<file path="src/rtl/hamming_pkg.sv">
// -----------------------------------------------------------------------------
// hamming_pkg
// Shared Hamming(38,32) definitions used by the stream encoder and the
// downstream decoder: word widths, parity bit locations and the mapping of
// data bits onto codeword indices (index 0 = codeword position 1).
// -----------------------------------------------------------------------------
package hamming_pkg;

    localparam int DATA_W = 32;
    localparam int CW_W   = 38;
    localparam int PAR_W  = 6;

    // Parity bits live at positions 2^k, i.e. indices 2^k - 1.
    localparam int PAR_IDX [PAR_W] = '{0, 1, 3, 7, 15, 31};

    // Codeword index of data bit j: data fills every position that is not a
    // power of two, in ascending order.
    function automatic int data_idx(input int j);
        int cnt;
        int res;
        cnt = 0;
        res = 0;
        for (int p = 1; p <= CW_W; p++) begin
            if ((p & (p - 1)) != 0) begin
                if (cnt == j) res = p - 1;
                cnt++;
            end
        end
        return res;
    endfunction

endpackage

</file>
<file path="src/rtl/hamming_enc_stream_if.sv">
// -----------------------------------------------------------------------------
// hamming_enc_stream_if
// Input/output valid-ready streams of the Hamming encoder.
//   in_data/in_valid/in_ready    : raw 32-bit words into the encoder
//   out_code/out_valid/out_ready : 38-bit codewords out to the decoder stage
// Modports: slave = encoder view, master = producer/consumer (bench) view.
// -----------------------------------------------------------------------------
interface hamming_enc_stream_if;
    import hamming_pkg::*;

    logic [DATA_W-1:0] in_data;
    logic              in_valid;
    logic              in_ready;
    logic [CW_W-1:0]   out_code;
    logic              out_valid;
    logic              out_ready;

    modport slave (
        input  in_data, in_valid, out_ready,
        output in_ready, out_code, out_valid
    );

    modport master (
        output in_data, in_valid, out_ready,
        input  in_ready, out_code, out_valid
    );

endinterface

</file>
<file path="src/rtl/hamming_par_gen.sv">
// -----------------------------------------------------------------------------
// hamming_par_gen
// Combinational Hamming(38,32) encoder with even parity.
//   data_i [31:0] : raw data word
//   code_o [37:0] : codeword, index 0 = position 1
// -----------------------------------------------------------------------------
module hamming_par_gen
    import hamming_pkg::*;
(
    input  logic [DATA_W-1:0] data_i,
    output logic [CW_W-1:0]   code_o
);

    logic [CW_W-1:0] dcw;   // data bits scattered, parity slots still zero

    always_comb begin
        dcw = '0;
        for (int j = 0; j < DATA_W; j++) begin
            dcw[data_idx(j)] = data_i[j];
        end
    end

    // Parity k covers every position whose binary number has bit k set; the
    // parity slots are zero in dcw so they drop out of the sum naturally.
    always_comb begin
        logic par;
        code_o = dcw;
        for (int k = 0; k < PAR_W; k++) begin
            par = 1'b0;
            for (int i = 0; i < CW_W; i++) begin
                if (((i + 1) & (1 << k)) != 0) par = par ^ dcw[i];
            end
            code_o[PAR_IDX[k]] = par;
        end
    end

endmodule

</file>
<file path="src/rtl/hamming_enc_stream.sv">
// -----------------------------------------------------------------------------
// hamming_enc_stream
// Streaming Hamming(38,32) encoder. Accepted words are encoded
// combinationally and written into a 2-entry FIFO whose head register drives
// out_code, so there is no combinational path from in_data to out_code.
//   clk, rst  : rising-edge clock, synchronous active-high reset
//   bus       : slave side of the in/out valid-ready streams
//   enc_cnt   : count of codewords delivered (wraps at 16 bits)
//   inj_en, inj_pos : error injection, only with HAMMING_ERR_INJECT_EN defined;
//                     flips codeword bit inj_pos (if <= 37) on accept.
// -----------------------------------------------------------------------------
module hamming_enc_stream
    import hamming_pkg::*;
(
    input  logic                 clk,
    input  logic                 rst,
    hamming_enc_stream_if.slave  bus,
    output logic [15:0]          enc_cnt
`ifdef HAMMING_ERR_INJECT_EN
    ,
    input  logic                 inj_en,
    input  logic [5:0]           inj_pos
`endif
);

    logic [CW_W-1:0] code_c;
    logic [CW_W-1:0] code_wr;

    logic [CW_W-1:0] mem_q [2];
    logic            wr_ptr_q;
    logic            rd_ptr_q;
    logic [1:0]      cnt_q, cnt_d;
    logic            in_ready_q;
    logic [15:0]     enc_cnt_q;
    logic            push, pop;

    hamming_par_gen u_par_gen (
        .data_i (bus.in_data),
        .code_o (code_c)
    );

`ifdef HAMMING_ERR_INJECT_EN
    always_comb begin
        code_wr = code_c;
        if (inj_en && (inj_pos < 6'(CW_W))) begin
            code_wr = code_c ^ (CW_W'(1) << inj_pos);
        end
    end
`else
    assign code_wr = code_c;
`endif

    // out_valid is derived from occupancy, so pop can never underflow.
    assign push = bus.in_valid && in_ready_q;
    assign pop  = bus.out_valid && bus.out_ready;

    always_comb begin
        cnt_d = cnt_q;
        case ({push, pop})
            2'b10:   cnt_d = cnt_q + 2'd1;
            2'b01:   cnt_d = cnt_q - 2'd1;
            default: cnt_d = cnt_q;
        endcase
    end

    always_ff @(posedge clk) begin
        if (rst) begin
            mem_q      <= '{default: '0};
            wr_ptr_q   <= 1'b0;
            rd_ptr_q   <= 1'b0;
            cnt_q      <= 2'd0;
            in_ready_q <= 1'b1;
            enc_cnt_q  <= 16'd0;
        end else begin
            if (push) begin
                mem_q[wr_ptr_q] <= code_wr;
                wr_ptr_q        <= ~wr_ptr_q;
            end
            if (pop) begin
                rd_ptr_q  <= ~rd_ptr_q;
                enc_cnt_q <= enc_cnt_q + 16'd1;
            end
            cnt_q      <= cnt_d;
            // Registered copy of (occupancy < 2): never looks at out_ready
            // combinationally.
            in_ready_q <= (cnt_d < 2'd2);
        end
    end

    assign bus.in_ready  = in_ready_q;
    assign bus.out_valid = (cnt_q != 2'd0);
    assign bus.out_code  = mem_q[rd_ptr_q];
    assign enc_cnt       = enc_cnt_q;

endmodule

</file>
<file path="src/flat_wrapper.sv">
// flat-port wrapper written by rule: the top's interface ports become plain ports
module hamming_enc_stream_flat import hamming_pkg::*;
  (clk, rst, enc_cnt, bus_in_data, bus_in_valid, bus_out_ready, bus_in_ready, bus_out_code, bus_out_valid);
  hamming_enc_stream_if bus_i ();
  input  logic clk;
  input  logic rst;
  output logic [15:0] enc_cnt;
  input wire logic [$bits(bus_i.in_data)-1:0] bus_in_data;
  input wire logic [$bits(bus_i.in_valid)-1:0] bus_in_valid;
  input wire logic [$bits(bus_i.out_ready)-1:0] bus_out_ready;
  output wire logic [$bits(bus_i.in_ready)-1:0] bus_in_ready;
  output wire logic [$bits(bus_i.out_code)-1:0] bus_out_code;
  output wire logic [$bits(bus_i.out_valid)-1:0] bus_out_valid;
  assign bus_i.in_data = bus_in_data;
  assign bus_i.in_valid = bus_in_valid;
  assign bus_i.out_ready = bus_out_ready;
  assign bus_in_ready = bus_i.in_ready;
  assign bus_out_code = bus_i.out_code;
  assign bus_out_valid = bus_i.out_valid;
  hamming_enc_stream u_core (.clk(clk), .rst(rst), .bus(bus_i), .enc_cnt(enc_cnt));
endmodule
</file>
<file path="config.mk">
export PLATFORM = sky130hd
export DESIGN_NAME = hamming_enc_stream_flat
export DESIGN_NICKNAME = d
export VERILOG_FILES = /design/src/rtl/hamming_pkg.sv /design/src/rtl/hamming_enc_stream_if.sv /design/src/rtl/hamming_par_gen.sv /design/src/rtl/hamming_enc_stream.sv /design/src/flat_wrapper.sv
export SDC_FILE = /design/constraint.sdc
export NUM_CORES = 1
export LEC_CHECK = 0
export BUFFER_PORTS_ARGS = -buffer_cell sky130_fd_sc_hd__buf_2
export CORE_MARGIN = 2
export CORE_UTILIZATION = 49
export DETAILED_ROUTE_END_ITERATION = 10
export GPL_TIMING_DRIVEN = 0
export PLACE_DENSITY = 0.76
export SYNTH_ARGS = -nofsm -noshare
export SYNTH_HDL_FRONTEND = slang
export SYNTH_SLANG_ARGS = --single-unit
</file>
<file path="constraint.sdc">
create_clock -name clk -period 1.75 [get_ports clk]
set_clock_uncertainty 0.2 [all_clocks]
set_input_delay 0.35 -clock clk [delete_from_list [all_inputs] [get_ports clk]]
set_output_delay 0.35 -clock clk [all_outputs]
set_load 0.1 [all_outputs]
</file>
# ---- Yosys cells after proc, flatten, opt, wreduce, memory -nomap -nowiden
# Index checks and enable logic that the tools add are counted.
dict set report totals {
  regBits 97
  latchBits 0
  ramBits 0
  mem_bits_ro 0
  inputBits 36
  out_inout_bits 56
  wordCells 115
  mem_count 0
}
dict set report op_classes {
  n_addsub 3
  mul 0
  div 0
  n_lt_le_gt_ge 4
  eq_ne 2
  shifts 0
  n_mux 7
  bitwise 88
  reduce_logical 4
}
# cell count
set op_table {}
lappend op_table {{2-to-1 mux 38 bit} 4}
lappend op_table {{XOR 1 bit} 84}
lappend op_table {{bitwise mux 76 bit} 1}
lappend op_table {{demux 38 bit (select 1 bit)} 1}
lappend op_table {{adder 16 x 1 -> 16 bit (second input constant)} 1}
lappend op_table {{greater-or-equal comparator 2 bit (second input constant)} 2}
lappend op_table {{NOT 1 -> 2 bit} 2}
lappend op_table {{case mux 2 bit (2 select lines)} 1}
lappend op_table {{logical AND 1 bit} 3}
lappend op_table {{adder 2 x 1 -> 2 bit (second input constant)} 1}
lappend op_table {{equality test 2 x 1 -> 1 bit (second input constant)} 1}
lappend op_table {{equality test 2 bit (second input constant)} 1}
lappend op_table {{less-than comparator 2 x 1 -> 1 bit (second input constant)} 1}
lappend op_table {{less-than comparator 2 bit (second input constant)} 1}
lappend op_table {{NOT 1 bit} 2}
lappend op_table {{nonzero test 2 bit} 1}
lappend op_table {{subtractor 2 x 1 -> 2 bit (second input constant)} 1}

# ---- Longest topological paths before layout
dict set report logic_depth {
  word_depth 18
  ltp_mapped 8
  mapped_depth_nobuf 7
}

# ---- Hierarchy
# From an unflattened synthesis, not the netlist that was laid out.
dict set report hier_totals {
  cells_unflattened 551
  area_unflattened_um2 4855.9
}
# mod n_inst cells_each area_each_um2 seq_area_each_um2
set modules_own_cells {}
lappend modules_own_cells {hamming_enc_stream 1 477 3991.3 1941.9}
lappend modules_own_cells {hamming_par_gen 1 74 864.6 0.0}

# ---- Least setup slack after synthesis
# No wires, ideal clock.
dict set report synth_timing {
  path_kind {reg2reg}
  startpoint {reg u_core.enc_cnt_q[3], in the netlist u_core.enc_cnt[3]}
  endpoint {reg u_core.enc_cnt_q[12], in the netlist u_core.enc_cnt[12]}
  setup_ns 0.070
  t_arrival_ns 2.074
  path_slack_ns -0.594
  path_stages_with_launch 5
  path_cell_list {dfxtp_1 -> and4_1 -> nand3_1 -> or3_1 -> a21oi_1}
}
dict set report synth_via {
  elab_chain_len 1
}
# item line
set synth_lines {}
lappend synth_lines {{from (decl)} hamming_enc_stream.sv:34} ;# logic [15:0] enc_cnt_q;
lappend synth_lines {{from (signal assigned)} hamming_enc_stream.sv:81} ;# enc_cnt_q <= enc_cnt_q + 16'd1;
lappend synth_lines {{adder 16 x 1 -> 16 bit} hamming_enc_stream.sv:81}
# Every way passes these cells.
# A chain may end at the register's enable or synchronous reset.

# ---- Worst setup path in the final report
dict set report layout_timing {
  startpoint {reg u_core.rd_ptr_q}
  endpoint {out bus_out_code[27]}
}
dict set report layout_via {
  elab_chain_len 4
}
# item line
set layout_lines {}
lappend layout_lines {{from (decl)} hamming_enc_stream.sv:31} ;# logic rd_ptr_q;
lappend layout_lines {{from (signal assigned)} hamming_enc_stream.sv:80} ;# rd_ptr_q <= ~rd_ptr_q;
lappend layout_lines {{NOT 1 -> 2 bit (not written as such)} hamming_enc_stream.sv:92} ;# assign bus.out_code = mem_q[rd_ptr_q];
lappend layout_lines {{2-to-1 mux 38 bit (not written as such) (3 in a row)} hamming_enc_stream.sv:92}
lappend layout_lines {{to (decl)} flat_wrapper.sv:12} ;# output wire logic [$bits(bus_i.out_code)-1:0] bus_out_code;
# Every way passes these cells. The select of a mux whose other input is x is not followed.

==> results.cfg <==
[critical_path]
crit_fanout = 6
endpoint_kind = primary output
reg2reg_depth = 4
critPathKind = register to primary output
cp_num_cells = 4
slowest_stage = dfxtp_4
crit_arrival_ns = 1.52
reg2reg_to = u_core.mem_q[6]$_SDFFE_PP0P_
rrSetupSlack_ns = 0.07
cp-start-kind = register
cp.required_ns = 1.20
cp-endpoint = bus_out_code[27]
crit_start = u_core.rd_ptr_q$_SDFFE_PP0P_
crit_family = buffers and inverters
r2r_start = u_core.wr_ptr_q$_SDFFE_PP0P_
path_buf_inv = 3
critical-path-max-stage-delay_ns = 0.39
crit_path_cell_trace = buf_8 > clkbuf_16 > mux2_4 > buf_12

[clock_network]
root_buffer = clkbuf_8
cts_buffers = 9
tritoncts = built
clkSinkCount = 97
htreeDepth = 3
worstSkewPairLatency_ns = 0.36
path_clk_slew_ns = 0.09
ctsLongestPathBuffers = 2

[status]
violations = negative setup slack
status = complete, but fails checks

[timing]
setup_viol = 38
fmax_ghz = 0.4827
rsz0062_at_grt = true
fin_hold_ws_ns = 0.02850
finalCriticalPeriod_ns = 2.072
drv_slew = 0
relSlewSlack_pct = 66.40
period_share_pct = 118.4
worst_pin_slew_ns = 0.5039
fin_ws_ns = -0.3217
hold_viol = 0

[global_routing]
grt_pass1_vias = 3584
grt_max_degree = 16
grt_first_pass_wirelength_um = 17970
grtUsageTotal_pct = 23.28
antenna_found_initial = 0
grt-ovfl-total = 0

[detailed_routing]
wire_per_inst_um = 16.87
route.met2.wl_um = 5550
route.top_layer_used = met4
drtIter0Drc = 138
num_vias = 3620
firstDrtPassIters = 4
wl_met3_um = 645
drc = 0
wl_met1_um = 4918
detail-route-antenna-nets = 0
totalWireLength_um = 11230
viasPerCell = 5.435

[synth]
synth_top_area_share_pct = 44.64
yosys-top-cells-area = dfxtp_1 (45%), mux2_2 (9.8%), nand2_1 (6.9%), a22o_1 (6.8%), xnor2_1 (6.8%)
ys_ff_latch = 97
yosysWarnings = 0
ys.flop_type = dfxtp_1
yosys.cell_count.top_type = dfxtp_1
synth-edff-count = 0
synth_simple_gate_area_share_pct = 12.05
syn_area_per_cell_sq_um = 9.843
synth_xor_area_share_pct = 16.77
synth_compound_area_share_pct = 13.37
synth_top_family_by_area = XOR/XNOR gates
synth_nets = 480
synth_common_cells = dfxtp_1 (97), nand2_1 (80), a21oi_1 (39), mux2_2 (38)
syn_inst = 442
synth_fa_ha_area_share_pct = 0.5752
synthesis.area_sq_mm = 0.004350
synth_top_cell_by_area = dfxtp_1
ys_seq_area_share_pct = 44.64
synth_cell_type_count = 30
synthArstFlopShare_pct = 0
synth_mux_area_share_pct = 10.07

[floorplanning]
die_y_um = 98.23
die_w_um = 98.23
ioPinCount = 92
initial_utilization_pct = 50.13
die_area_sq_mm = 0.009648
fp-row-count = 34
core_sq_mm = 0.008678

[final_layout]
diodes = 0
fin_util_pct = 68.45
design_area_sq_mm = 0.005941
syn_to_final_growth_pct = 36.55
nets = 591
drive_gt1_share_pct = 37.81

[job]
max-cap-violations = 0

[place]
place_area_sq_mm = 0.005052
dp_hpwl_um = 7640
gp_congestion = 0.8488
port_buffers = 90

[power]
cellPowerDensity_mw_per_mm2 = 1511
peakVddDrop_mv = 1.394
leakage_uw = 0.002507

[worst_hold_path]
hold_path_class = input pin to register
-- logic make-up (layout without fill, tap and decap cells) --
logic type	after synthesis	count (layout)
buffers and inverters	29	145
adders and majority gates	2	2
muxes	39	39
AOI/OAI and AO/OA	87	87
and+or+nand+nor	126	126
DFF	97	97
xor gates and xnor gates	62	62
-- registers in the layout, summed over array words and instances, names as in the netlist --
| register | cells |
|---|---|
| u_core.mem_q | 76 |
| u_core.rd_ptr_q | 1 |
| u_core.enc_cnt | 16 |
| u_core.wr_ptr_q | 1 |
| u_core.cnt_q | 2 |
| u_core.bus.in_ready | 1 |
-- worst min path at each step --
stage                             startpoint                       endpoint  slack, ns  cells after the start
3_5_place_dp    u_core.mem_q[1]$_SDFFE_PP0P_   u_core.mem_q[1]$_SDFFE_PP0P_       0.24                      2
2_1_floorplan   u_core.mem_q[0]$_SDFFE_PP0P_   u_core.mem_q[0]$_SDFFE_PP0P_       0.22                      2
4_1_cts                      bus_in_data[18]  u_core.mem_q[23]$_SDFFE_PP0P_       0.02                      2
6_report                     bus_in_data[18]  u_core.mem_q[23]$_SDFFE_PP0P_       0.03                      2
5_1_grt                      bus_in_data[18]  u_core.mem_q[23]$_SDFFE_PP0P_       0.02                      2
3_3_place_gp   u_core.mem_q[31]$_SDFFE_PP0P_  u_core.mem_q[31]$_SDFFE_PP0P_       0.23                      2
-- through the flow --
stage	worst slack, ns	TNS, ns	power [uW]	cells
global route	-0.3560	-12.08	9333	666
floorplan	-0.09016	-1.566	6053	442
CTS	-0.3572	-11.02	8812	665
global placement	-0.3784	-28.47	6642	640
detailed placement	-0.4018	-29.34	6702	640
finish	-0.3217	-10.51	8976	666
-- worst reg2reg max path: stages (launching register included) --
cell and delay, ns:
dfxtp_1 0.44, nand3_1 0.13, nor2_2 0.34, clkbuf_2 0.34, a22o_1 0.18
-- placed cells by master (no fill, tap or decap), types with 2 or more instances in the layout --
cell | netlist | layout
nand2_1 | 80 | 79
or2_2 | 4 | 2
mux2_4 | 0 | 22
buf_6 | 0 | 16
clkbuf_1 | 22 | 8
dfxtp_1 | 97 | 78
xor2_1 | 14 | 13
mux2_2 | 38 | 16
or3_1 | 4 | 4
clkbuf_8 | 0 | 10
inv_1 | 2 | 2
or2_4 | 0 | 2
clkbuf_4 | 0 | 9
dfxtp_2 | 0 | 6
xnor2_1 | 34 | 31
xnor3_1 | 10 | 10
buf_2 | 1 | 45
and4_1 | 2 | 2
clkbuf_2 | 0 | 12
nand3_1 | 6 | 5
a211oi_1 | 3 | 3
clkinvlp_4 | 0 | 2
a21oi_1 | 39 | 39
a22o_1 | 34 | 34
nand4_1 | 3 | 3
nor3_2 | 0 | 2
o21ai_0 | 8 | 7
buf_4 | 0 | 10
dfxtp_4 | 0 | 13
nor2_1 | 23 | 21
xnor2_2 | 2 | 5
buf_12 | 0 | 24
nor2_2 | 0 | 2
clkbuf_16 | 0 | 2
-- layout make-up --
class | instances | area (sq um)
Tap cell | 108 | 135.1
Multi-Input combinational cell | 316 | 2442
Clock inverter | 5 | 32.53
Fill cell | 671 | 2738
Timing Repair Buffer | 102 | 1023
Clock buffer | 11 | 131.4
Buffer | 25 | 170.2
Inverter | 2 | 7.507
Sequential cell | 97 | 1998
-- repair_timing --
action,4_1_cts,5_1_grt
hold buffers,0,0
resized for setup,149,38
cloned,1,1
buffers inserted,8,2
endpoints found under the hold margin,0,0
pin swaps,5,8
setup endpoints to repair,95,108
-- where the power goes --
| group | switching [uW] | total, uW | internal, uW | leakage, uW |
|---|---|---|---|---|
| Sequential | 201 | 2730 | 2530 | 0.000803 |
| Combinational | 3050 | 4960 | 1910 | 0.00163 |
| Clock | 774 | 1290 | 514 | 0.0000770 |
-- metal layers --
layer	global-route usage (%)	vias up
li1	-	1738
met1	31.39	1756
met2	38.15	113
met3	4.009	13
met4	7.798	0
met5	0	-
(Power assumes the default switching activity.)
